`src/rtl/uart_pkg.sv`:
```
// Shared UART definitions: FSM state encoding, parity mode names and baud arithmetic.
package uart_pkg;

  localparam int unsigned CNT_BAUD_W = 20;
  localparam int unsigned CNT_BIT_W  = 3;
  localparam int unsigned DATA_W     = 8;

  typedef enum logic [4:0] {
    IDLE  = 5'b00001,
    START = 5'b00010,
    DATA  = 5'b00100,
    CHECK = 5'b01000,
    STOP  = 5'b10000
  } uart_state_e;

  localparam string PARITY_NONE = "None";
  localparam string PARITY_ODD  = "Odd";
  localparam string PARITY_EVEN = "Even";

  function automatic int unsigned bit_cycles(input int unsigned clock, input int unsigned baud);
    return clock / baud;
  endfunction

endpackage

```
`src/rtl/uart_rx_sync.sv`:
```
// Two-flop synchronizer plus an extra stage for falling-edge detection; all flops reset high.
module uart_rx_sync (
  input  logic clk,
  input  logic rst,
  input  logic din,
  output logic sync,
  output logic fall_c
);

  logic meta_q, sync_q, prev_q;
  logic meta_d, sync_d, prev_d;

  always_comb begin
    meta_d = din;
    sync_d = meta_q;
    prev_d = sync_q;
  end

  always_ff @(posedge clk) begin
    if (rst) begin
      meta_q <= 1'b1;
      sync_q <= 1'b1;
      prev_q <= 1'b1;
    end else begin
      meta_q <= meta_d;
      sync_q <= sync_d;
      prev_q <= prev_d;
    end
  end

  assign sync   = sync_q;
  assign fall_c = prev_q & ~sync_q;

endmodule

```
`src/rtl/uart_rx.sv`:
```
// UART receiver: 1 start, 8 data LSB first, optional parity, 1 stop; one-cycle strobe per byte.
module uart_rx
  import uart_pkg::*;
#(
  parameter int unsigned CLOCK     = 50_000_000,
  parameter int unsigned BAUD      = 9600,
  parameter string       CHECK_BIT = "None"
) (
  input  logic              clk,
  input  logic              rst,
  input  logic              rx,
  output logic [DATA_W-1:0] rx_data,
  output logic              rx_data_vld,
  output logic              parity_err,
  output logic              frame_err,
  output logic              busy
);

  localparam int unsigned BIT_CYC  = bit_cycles(CLOCK, BAUD);
  localparam int unsigned HALF_CYC = BIT_CYC / 2;
  localparam bit          PAR_EN   = (CHECK_BIT != PARITY_NONE);
  localparam bit          PAR_ODD  = (CHECK_BIT == PARITY_ODD);

  logic sync, fall_c;

  uart_rx_sync u_sync (
    .clk    (clk),
    .rst    (rst),
    .din    (rx),
    .sync   (sync),
    .fall_c (fall_c)
  );

  uart_state_e           state_q, state_d;
  logic [CNT_BAUD_W-1:0] cnt_baud_q, cnt_baud_d;
  logic [CNT_BIT_W-1:0]  cnt_bit_q, cnt_bit_d;
  logic [DATA_W-1:0]     shift_q, shift_d;
  logic                  par_bit_q, par_bit_d;
  logic [DATA_W-1:0]     rx_data_q, rx_data_d;
  logic                  vld_q, vld_d;
  logic                  perr_q, perr_d;
  logic                  ferr_q, ferr_d;
  logic                  busy_q, busy_d;

  logic sample_c, end_bit_c, exp_par_c;

  assign sample_c  = (cnt_baud_q == CNT_BAUD_W'(HALF_CYC - 1));
  assign end_bit_c = (cnt_baud_q == CNT_BAUD_W'(BIT_CYC - 1));
  assign exp_par_c = PAR_ODD ? ~^shift_q : ^shift_q;

  // Next-state, bit counters and output strobes
  always_comb begin
    state_d    = state_q;
    cnt_baud_d = cnt_baud_q + CNT_BAUD_W'(1);
    cnt_bit_d  = cnt_bit_q;
    shift_d    = shift_q;
    par_bit_d  = par_bit_q;
    rx_data_d  = rx_data_q;
    vld_d      = 1'b0;
    perr_d     = 1'b0;
    ferr_d     = 1'b0;

    case (state_q)
      IDLE: begin
        cnt_bit_d = '0;
        if (fall_c) state_d = START;
      end
      START: begin
        if (sample_c && sync) state_d = IDLE;
        else if (end_bit_c)   state_d = DATA;
      end
      DATA: begin
        if (sample_c) shift_d[cnt_bit_q] = sync;
        if (end_bit_c) begin
          cnt_bit_d = cnt_bit_q + CNT_BIT_W'(1);
          if (cnt_bit_q == CNT_BIT_W'(DATA_W - 1)) state_d = PAR_EN ? CHECK : STOP;
        end
      end
      CHECK: begin
        if (sample_c)  par_bit_d = sync;
        if (end_bit_c) state_d   = STOP;
      end
      STOP: begin
        // Leave at mid-stop so a back-to-back start edge is not missed
        if (sample_c) begin
          state_d   = IDLE;
          rx_data_d = shift_q;
          vld_d     = 1'b1;
          ferr_d    = ~sync;
          perr_d    = PAR_EN && (par_bit_q != exp_par_c);
        end
      end
      default: state_d = IDLE;
    endcase

    if (state_q == IDLE || state_d != state_q || end_bit_c) cnt_baud_d = '0;
    busy_d = (state_d != IDLE);
  end

  always_ff @(posedge clk) begin
    if (rst) begin
      state_q    <= IDLE;
      cnt_baud_q <= '0;
      cnt_bit_q  <= '0;
      shift_q    <= '0;
      par_bit_q  <= 1'b0;
      rx_data_q  <= '0;
      vld_q      <= 1'b0;
      perr_q     <= 1'b0;
      ferr_q     <= 1'b0;
      busy_q     <= 1'b0;
    end else begin
      state_q    <= state_d;
      cnt_baud_q <= cnt_baud_d;
      cnt_bit_q  <= cnt_bit_d;
      shift_q    <= shift_d;
      par_bit_q  <= par_bit_d;
      rx_data_q  <= rx_data_d;
      vld_q      <= vld_d;
      perr_q     <= perr_d;
      ferr_q     <= ferr_d;
      busy_q     <= busy_d;
    end
  end

  assign rx_data     = rx_data_q;
  assign rx_data_vld = vld_q;
  assign parity_err  = perr_q;
  assign frame_err   = ferr_q;
  assign busy        = busy_q;

endmodule
```
`config.mk`:
```
export PLATFORM = sky130hd
export DESIGN_NAME = uart_rx
export DESIGN_NICKNAME = d
export VERILOG_FILES = /design/src/rtl/uart_pkg.sv /design/src/rtl/uart_rx_sync.sv /design/src/rtl/uart_rx.sv
export SDC_FILE = /design/constraint.sdc
export NUM_CORES = 1
export LEC_CHECK = 0
export BUFFER_PORTS_ARGS = -buffer_cell sky130_fd_sc_hd__buf_4
export CAP_MARGIN = 10
export CORE_UTILIZATION = 45
export DETAILED_ROUTE_END_ITERATION = 16
export PLACE_DENSITY = 0.61
export SLEW_MARGIN = 20
export SYNTH_ARGS = -nofsm -noshare
export SYNTH_HDL_FRONTEND = slang
export SYNTH_SLANG_ARGS = --single-unit
```
`constraint.sdc`:
```
create_clock -name clk -period 6.1 [get_ports clk]
set_input_delay 0.305 -clock clk [delete_from_list [all_inputs] [get_ports clk]]
set_output_delay 0.305 -clock clk [all_outputs]
set_load 0.02 [all_outputs]
```
==> results of run 1 <==
path summary, 6_finish.rpt:
path	cells past startpoint	endpoint	slack, ns	from
worst min register to register	1	u_sync.sync	0.41	u_sync.meta_q
worst min-delay path	2	u_sync.meta_q	0.19	rx
worst max register to register	6	cnt_baud_q[4]	3.40	cnt_baud_q[13]
worst max-delay path	6	cnt_baud_q[4]	3.40	cnt_baud_q[13]
through the flow:
stage	hold WS, ns	setup slack [ns]	util, %
CTS	0.171	3.08	51.1
finish	0.189	3.40	51.3
floorplan	0.389	4.08	-
detailed placement	0.397	3.10	49.0
global placement	0.393	3.16	49.0
global route	0.182	3.20	51.3
area by class of cell:
type                       count  area share, %
clock inverter                 1           1.15
clock buffer                   7           2.91
sequential                    50           38.2
multi-input combinational    201           49.2
inverter                       6          0.860
tap                           70           3.34
timing repair buffer          15           4.30
layout by cell type (no fill, tap or decap), types with 7 or more instances in the layout:
cell type	count
and3_1	7
buf_4	15
dfxtp_1	50
mux2i_1	8
nand2_1	18
nand3_1	15
nand4_1	12
nor2_1	28
nor2b_1	7
nor3_1	24
xnor2_1	7
xor2_1	12
sequential cells by signal, indices dropped and copies added (netlist names), 3 cells and up:
| register | flops |
|---|---|
| shift_q | 8 |
| state_q | 5 |
| cnt_baud_q | 20 |
| cnt_bit_q | 3 |
| rx_data | 8 |
kinds of logic (layout without fill, tap and decap cells):
| family | count (synthesis) | after routing | share of synthesized area [%] |
|---|---|---|---|
| AOI/OAI and AO/OA | 27 | 27 | 7.69 |
| xor gates and xnor gates | 19 | 19 | 6.96 |
| adders and majority gates | 3 | 3 | 1.57 |
| buffers and inverters | 25 | 29 | 4.60 |
| DFF | 50 | 50 | 41.8 |
| muxes | 9 | 9 | 3.82 |
| other | 1 | 1 | 0.157 |
| and+or+nand+nor | 142 | 142 | 33.4 |
per-layer routing:
| layer | GRT usage (%) | part of all wire, % | routed length [µm] |
|---|---|---|---|
| met2 | 27.9 | 44 | 2070 |
| met5 | 0 | 0 | 0 |
| met1 | 26.2 | 50 | 2390 |
| met3 | 4.42 | 5.3 | 253 |
| met4 | 5.66 | 0.46 | 22 |
report_power, final:
part | total (W) | internal, W | switching [W]
sequential | 0.000330 | 0.000328 | 0.00000223
clock | 0.000228 | 0.000123 | 0.000105
combinational | 0.0000163 | 0.00000546 | 0.0000108
==> flow_summary.yaml, run 1 <==
global_route:
  antenna_found_initial: 0
  grt_usage_pct: 18.5
  grt_max_degree: 21
  grt_pass1_wl_um: 7860
  overflow: 0
  grt_pass1_vias: 1651
final_layout:
  area_delta_synth_final_pct: 9.52
  final_cells: 350
  seq_area_mm2: 0.00100
  multi_input_area_mm2: 0.00129
  num_antenna_cells: 0
  final_area_mm2: 0.00262
  num-fill-cells: 518
  nNetsFinal: 285
  drive_gt1_share_pct: 11.1
clocking:
  cts_max_path_buffers: 2
  cts_htree_levels: 2
  cts_sinks: 50
  post_cts_resized: 0
  cts_setup_buffers: 0
  cts_made_buffers: 5
  root_buffer: "clkbuf_8"
  clk_latency_ns: 0.30
  clk_pin_slew_ns: 0.08
  cts_tree: "yes"
  cts.hold.buffers_added: 0
timing:
  rsz0062_at_grt: "false"
  worstMarginPinSlew_ns: 0.849
  finalHoldViolCount: 0
  finClkSkew_ns: 0.00894
  setup_tns_ns: 0
  fmax_mhz: 370
  slew_headroom_pct: 43.3
  fin_crit_sh_pct: 44.3
  final-setup-viol-count: 0
  fin_crit_ns: 2.70
  slew_viol_final: 0
logic_synthesis:
  yosysTopAreaCell: "dfxtp_1"
  avgSynthCellArea_um2: 8.67
  yosys.cell_types.count: 47
  synth_top_flop_cell: "dfxtp_1"
  synth.area.top_cells: "dfxtp_1, nor3_1, nor2_1, xor2_1, mux2i_1"
  yosysMostFrequentCell: "dfxtp_1"
  synth_seq_cells: 50
  syn_nets: 282
  synth_top_area_share_pct: 41.8
  synth_warnings: 0
  async_flop_share_pct: 0
  synth-edff-count: 0
  postSynthCellCount: 276
  mappedNetlistArea_mm2: 0.00239
  ys_top_cells_by_count: "dfxtp_1, nor2_1, nor3_1, nand2_1, nand3_1"
  seq_area_frac_synth_pct: 41.8
routing:
  routedWlPerCell_um: 13.5
  drc: 0
  vias: 1913
  drtIter0Drc: 132
  dr.pass1.iters: 4
  postRouteAntennaNets: 0
  totalWireLength_um: 4740
  viasPerCell: 5.47
critical_path:
  crit_path_max_fanout: 20
  path_cells: "or4_4, nor4_4, a31oi_1, nor4_2, buf_4, nor3_1"
  arrival_ns: 2.85
  crit_type: "reg2reg"
  crit_path_top_delay_cell: "nor4_4"
  crit_path_end_kind: "flop"
  crit_buf_inv: 1
  cpLargestDelayFamily: "simple AND/OR/NAND/NOR gates"
  crit_path_start_kind: "flop"
  cp.required_ns: 6.25
  critical_path.max_stage_delay_ns: 0.65
worst_hold_path:
  hp-class: "in2reg"
placement:
  portBuffers: 13
  hpwlAfterDp_um: 3220
  finalWeightedCongestion: 0.896
  dpl_cell_area_mm2: 0.00250
  placed_cells: 342
power_and_ir_drop:
  power_density_mw_per_mm2: 219
  p_leak_nw: 0.997
  finalPower_w: 0.000575
  peakVddDrop_v: 0.000146
floorplan:
  start_util_pct: 46.8
  die_h_um: 74.9
  boundaryPins: 15
  die_w_um: 74.9
  dieArea_mm2: 0.00561
  rows: 26
  core_mm2: 0.00511
status:
  status: "finished, final reports clean"
run:
  drv_cap: 0
Note: power is estimated with default switching activity, not from simulation.
==> run 2: changes to the inputs <==
--- a/config.mk
+++ b/config.mk
@@ -5,11 +5,12 @@
 export SDC_FILE = /design/constraint.sdc
 export NUM_CORES = 1
 export LEC_CHECK = 0
+export ABC_AREA = 1
 export BUFFER_PORTS_ARGS = -buffer_cell sky130_fd_sc_hd__buf_4
 export CAP_MARGIN = 10
 export CORE_UTILIZATION = 45
 export DETAILED_ROUTE_END_ITERATION = 16
-export PLACE_DENSITY = 0.61
+export PLACE_DENSITY = 0.63
 export SLEW_MARGIN = 20
 export SYNTH_ARGS = -nofsm -noshare
 export SYNTH_HDL_FRONTEND = slang
==> constraint.sdc (replaced) <==
create_clock -name clk -period 2.2 [get_ports clk]
set_input_delay 0.11 -clock clk [delete_from_list [all_inputs] [get_ports clk]]
set_output_delay 0.11 -clock clk [all_outputs]
set_load 0.02 [all_outputs]
==> run 2 against run 1 <==
Combinational power rose to 3.3 times the previous value. Core utilization fell by 0.52 points. Register-to-register slack got worse by 3.1 ns. Clock skew rose by 0.0025 ns. Critical path type unchanged.
==> flow_summary.yaml, run 2 <==
placement:
  hpwlAfterDp_um: 3520
  finalWeightedCongestion: 0.900
  portBuffers: 13
  dpl_cell_area_mm2: 0.00265
  placed_cells: 422
run:
  drv_cap: 0
final_layout:
  largest_reg_flops: 20
  largest_register: "cnt_baud_q"
  area_delta_synth_final_pct: 8.82
  num-fill-cells: 580
  nNetsFinal: 364
  num_antenna_cells: 0
  mostFrequentLayoutCells: "nor2_1, dfxtp_1, nand2_1, inv_1, nand3_1"
  final_area_mm2: 0.00278
  drive_gt1_share_pct: 13.4
  final_cells: 431
  layout_commonest_cell: "nor2_1"
logic_synthesis:
  yosys.cell_types.count: 34
  synth_compound_area_share_pct: 5.44
  synth_xor_area_share_pct: 5.83
  synth_warnings: 0
  synth_top_flop_cell: "dfxtp_1"
  postSynthCellCount: 350
  muxShareOfSynthArea_pct: 0
  seq_area_frac_synth_pct: 39.2
  synth-edff-count: 0
  syn_nets: 356
  synth_top_family_by_area: "simple AND/OR/NAND/NOR gates"
  ys_top_cells_by_count: "nor2_1, dfxtp_1, nand2_1, inv_1, nand3_1"
  mappedNetlistArea_mm2: 0.00255
  async_flop_share_pct: 0
  yosys.area_share.simple_pct: 37.8
  synth_top_area_share_pct: 39.2
  yosysMostFrequentCell: "nor2_1"
  synth.area.top_cells: "dfxtp_1, nor2_1, nand2_1, inv_1, nand3_1"
  synth_seq_cells: 50
  yosysTopAreaCell: "dfxtp_1"
  avgSynthCellArea_um2: 7.30
  yosys.area_share.adder_pct: 1.47
critical_path:
  cp.required_ns: 2.40
  reg2reg_from: "cnt_baud_q[0]"
  r2r_slack_ns: 0.33
  crit_path_start_kind: "flop"
  crit_type: "reg2reg"
  crit_path_max_fanout: 20
  critPathLaunch: "cnt_baud_q[0]"
  crit_path_end_kind: "flop"
  arrival_ns: 2.07
global_route:
  grt_usage_pct: 18.3
  grt_pass1_wl_um: 8860
  overflow: 0
  grt_max_degree: 21
  grt_pass1_vias: 1936
  antenna_found_initial: 0
routing:
  dr.pass1.iters: 5
  totalWireLength_um: 4910
  drtIter0Drc: 168
  routedWlPerCell_um: 11.4
  viasPerCell: 5.00
  vias: 2153
  drc: 0
  postRouteAntennaNets: 0
floorplan:
  dieArea_mm2: 0.00598
  die_w_um: 77.3
  start_util_pct: 46.7
  die_h_um: 77.3
  rows: 27
  boundaryPins: 15
  core_mm2: 0.00547
worst_hold_path:
  hp-class: "in2reg"
  hp-start: "rst"
clocking:
  cts.hold.buffers_added: 1
  cts_tree: "yes"
  cts_htree_levels: 2
  clk_latency_ns: 0.31
  cts_max_path_buffers: 2
  post_cts_resized: 0
  clk_pin_slew_ns: 0.11
  cts_made_buffers: 5
  cts_setup_buffers: 0
  root_buffer: "clkbuf_8"
  cts_sinks: 50
timing:
  final-setup-viol-count: 0
  rsz0062_at_grt: "false"
  slew_viol_final: 0
  finClkSkew_ns: 0.0114
  setup_tns_ns: 0
  fin_crit_sh_pct: 85.0
  finalHoldViolCount: 0
  fin_crit_ns: 1.87
  fmax_mhz: 535
power_and_ir_drop:
  peakVddDrop_v: 0.000278
  p_leak_nw: 1.06
  power_density_mw_per_mm2: 592
status:
  status: "finished, final reports clean"
-- run 2: kinds of logic after synthesis --
logic type / Yosys count
compound gates: 26
other cells: 1
fa+ha+maj: 3
flops: 50
xor+xnor: 17
simple gates: 197
buf+inv: 56
-- run 2: area by class of cell --
cell class / count / area [µm²] / area share, %
well taps: 72 / 90.1 / 3.24
flip-flops and latches: 50 / 1000 / 36.0
clock inverters: 3 / 47.5 / 1.71
inverters: 41 / 154 / 5.54
repair buffers: 16 / 123 / 4.41
clock buffers: 5 / 68.8 / 2.48
multi-input cells: 244 / 1290 / 46.6
-- run 2: path summary, 6_finish.rpt --
kind / to / cells after the start
max reg2reg: cnt_baud_q[16] / 11
min reg2reg: u_sync.sync / 1
max: cnt_baud_q[16] / 11
min: shift_q[6] / 2
-- run 2: report_power, final --
part	internal, W	total [W]	leakage (nW)	switching (W)
Sequential	0.000911	0.000916	0.404	0.00000489
Combinational	0.0000187	0.0000538	0.599	0.0000351
Clock	0.000345	0.000677	0.0587	0.000332
Total	0.00127	0.00165	1.06	0.000372
-- run 2: worst max-delay path, cell delays in order, from the launching register on --
cell     delay (ns)
dfxtp_1        0.36
ha_1           0.29
nand2_1        0.08
nor3_1         0.20
nand3_2        0.14
nand2_2        0.08
nand2_1        0.04
nand2_1        0.07
nand3_1        0.08
nand4_2        0.07
buf_4          0.26
nor2_1         0.07
-- run 2: metrics by stage --
stage          total power (W)  hold slack [ns]  utilization [%]  setup WS [ns]
6_report               0.00165           0.0980             50.8          0.331
5_1_grt                0.00171            0.106             50.8         0.0881
4_1_cts                0.00166           0.0923             50.8          0.327
3_5_place_dp          0.000989            0.297             48.5          0.339
3_3_place_gp          0.000989            0.294             48.5          0.313
2_1_floorplan         0.000979            0.214                -          0.644
-- run 2: metal layers --
| metal | GRT usage, % | wire (µm) | vias up |
|---|---|---|---|
| met5 | 0 | 0 | - |
| met4 | 6.79 | 72 | 0 |
| met3 | 2.94 | 152 | 7 |
| met2 | 28.1 | 2090 | 33 |
| met1 | 25.7 | 2600 | 977 |
| li1 | - | - | 1136 |
==> run 3: changes to the inputs <==
==> constraint.sdc (replaced) <==
create_clock -name clk -period 1.6 [get_ports clk]
set_input_delay 0.08 -clock clk [delete_from_list [all_inputs] [get_ports clk]]
set_output_delay 0.08 -clock clk [all_outputs]
set_load 0.02 [all_outputs]
==> run 3 against run 2 <==
Clock-buffer cell count unchanged. Largest cell class unchanged. Core utilization rose by 9.5 points. Flip-flop and latch count unchanged. The run now ends with setup timing left. First-iteration DRC count rose by 18%. Critical path depth fell by 2. Total power is 48% higher. Combinational power rose by 130%. Sequential share of layout area is 5.3 points lower. Die area is the same. Via count grew 10%.
==> flow_summary.yaml, run 3 (same netlist as run 2, synthesis figures left out) <==
floorplan:
  start_util_pct: 46.7
  die_h_um: 77.3
  dieArea_mm2: 0.00598
  die_w_um: 77.3
  boundaryPins: 15
  rows: 27
  core_mm2: 0.00547
critical_path:
  crit_type: "reg2reg"
  crit_path_start_kind: "flop"
  worstRegToRegCells: 9
  reg2reg_from: "cnt_baud_q[1]"
  arrival_ns: 1.91
  crit_path_end_kind: "flop"
  r2r_slack_ns: -0.11
  crit_path_top_delay_cell: "dfxtp_2"
  cp.required_ns: 1.80
  rr_endpoint: "cnt_baud_q[12]"
  critical_path.max_stage_delay_ns: 0.37
  crit_path_max_fanout: 5
  path_cells: "ha_4, nand4_1, nor2_4, nand3_4, a21oi_4, nand3_2, nand4_4, clkbuf_16, nor2_1"
power_and_ir_drop:
  p_leak_nw: 1.32
  pwr-share-seq_pct: 51.6
  clock_power_share_pct: 43.3
  finalPower_w: 0.00243
  p_comb_share_pct: 5.1
  switchingPower_w: 0.000501
  power_density_mw_per_mm2: 737
  intPower_w: 0.00193
  peakVddDrop_v: 0.000519
  p_sw_share_pct: 20.6
clocking:
  cts_sinks: 50
  cts_made_buffers: 5
  cts_max_path_buffers: 2
  clk_latency_ns: 0.30
  root_buffer: "clkbuf_8"
  cts_htree_levels: 2
  clk_pin_slew_ns: 0.10
  cts_tree: "yes"
worst_hold_path:
  hold_depth: 2
  hp-class: "in2reg"
  hp-start: "rst"
  hold_end: "shift_q[2]"
timing:
  fin_crit_sh_pct: 107
  final-setup-viol-count: 20
  rsz0062_at_grt: "true"
  fmax_mhz: 584
  slew_viol_final: 0
  fin_crit_ns: 1.71
  finClkSkew_ns: 0.00944
  finalHoldViolCount: 0
  whs_ns: 0.0784
  fin_ws_ns: -0.113
routing:
  viasPerCell: 5.07
  totalWireLength_um: 5750
  routedWlPerCell_um: 12.3
  postRouteAntennaNets: 0
  dr.pass1.iters: 4
  drc: 0
  vias: 2374
  drtIter0Drc: 198
global_route:
  grt_pass1_wl_um: 9000
  grt_max_degree: 21
  antenna_found_initial: 0
  overflow: 0
  grt_usage_pct: 18.6
  grt_pass1_vias: 2045
status:
  status: "finished with violations"
  violations: "setup timing"
placement:
  preCtsSetupSlack_ns: -0.133
  portBuffers: 13
  finalWeightedCongestion: 0.847
  hpwlAfterDp_um: 3760
final_layout:
  nNetsFinal: 401
  largest_reg_flops: 20
  utilization_pct: 60.3
  layout_commonest_cell: "nor2_1"
  drive_gt1_share_pct: 29.3
  num-fill-cells: 478
  num_antenna_cells: 0
  largest_register: "cnt_baud_q"
  area_delta_synth_final_pct: 29.3
  mostFrequentLayoutCells: "nor2_1, nand2_1, buf_4, dfxtp_1, inv_1"
run:
  drv_cap: 0
==> run 3: changes by cell type in the layout (fill, tap and decap cells not counted), sizes merged <==
cell / change
clkbuf: +2
inv: -1
buf: +35
bufinv: +1
==> run 3: power by group through the flow <==
stage	registers, W	logic (W)	clock network, W
6_report	0.00126	0.000123	0.00105
4_1_cts	0.00126	0.0000856	0.00109
5_1_grt	0.00126	0.000131	0.00113
3_3_place_gp	0.00129	0.0000826	0
2_1_floorplan	0.00129	0.0000591	0
3_5_place_dp	0.00129	0.0000830	0
==> run 3: worst max path at each step <==
stage,from,end,slack (ns),cells after the start
2_1_floorplan,cnt_baud_q[0],cnt_baud_q[2],0.04,9
3_3_place_gp,cnt_baud_q[0],cnt_baud_q[17],-0.06,11
3_5_place_dp,cnt_baud_q[0],cnt_baud_q[6],-0.13,11
4_1_cts,cnt_baud_q[0],cnt_baud_q[11],0.009,9
5_1_grt,cnt_baud_q[1],cnt_baud_q[9],-0.17,9
6_report,cnt_baud_q[1],cnt_baud_q[12],-0.11,9
==> run 3: repair_timing <==
action | 4_1_cts | 5_1_grt
pin swaps | 1 | 14
cloned | 0 | 3
buffers inserted | 0 | 8
endpoints found under the hold margin | 1 | 0
hold buffers | 1 | 0
gates resized for setup | 11 | 30
endpoints found under the setup margin | 34 | 39
==> run 3: worst max-delay path: cells and delay by family (launching register included) <==
family / cells / cell delay (ns)
compound gates: 1 / 0.18
flops: 1 / 0.37
fa+ha+maj: 1 / 0.17
simple gates: 6 / 0.71
buf+inv: 1 / 0.18
==> run 3: cell type report <==
cell class / count / area [µm²] / share of cell area (%)
inverters: 41 / 154 / 4.66
clock inverters: 3 / 68.8 / 2.08
multi-input cells: 244 / 1420 / 43.1
well taps: 72 / 90.1 / 2.73
clock buffers: 5 / 68.8 / 2.08
flip-flops and latches: 50 / 1010 / 30.7
repair buffers: 53 / 480 / 14.6
==> run 3: metrics by stage <==
stage	cell area, µm²	setup TNS, ns	std cells
final	3300	-1.90	468
after global routing	3300	-4.10	468
after CTS	3070	0	457
after detailed placement	2890	-2.74	448
after global placement	2890	-1.07	448
after floorplan	2550	0	350
==> run 3: metal layers <==
metal  GRT usage, %  up-vias  wire (µm)
met5              0        -          0
met4           6.04        0         64
met3           3.76        6        278
met2           29.7       64       2670
met1           25.1     1088       2740
li1               -     1216          -
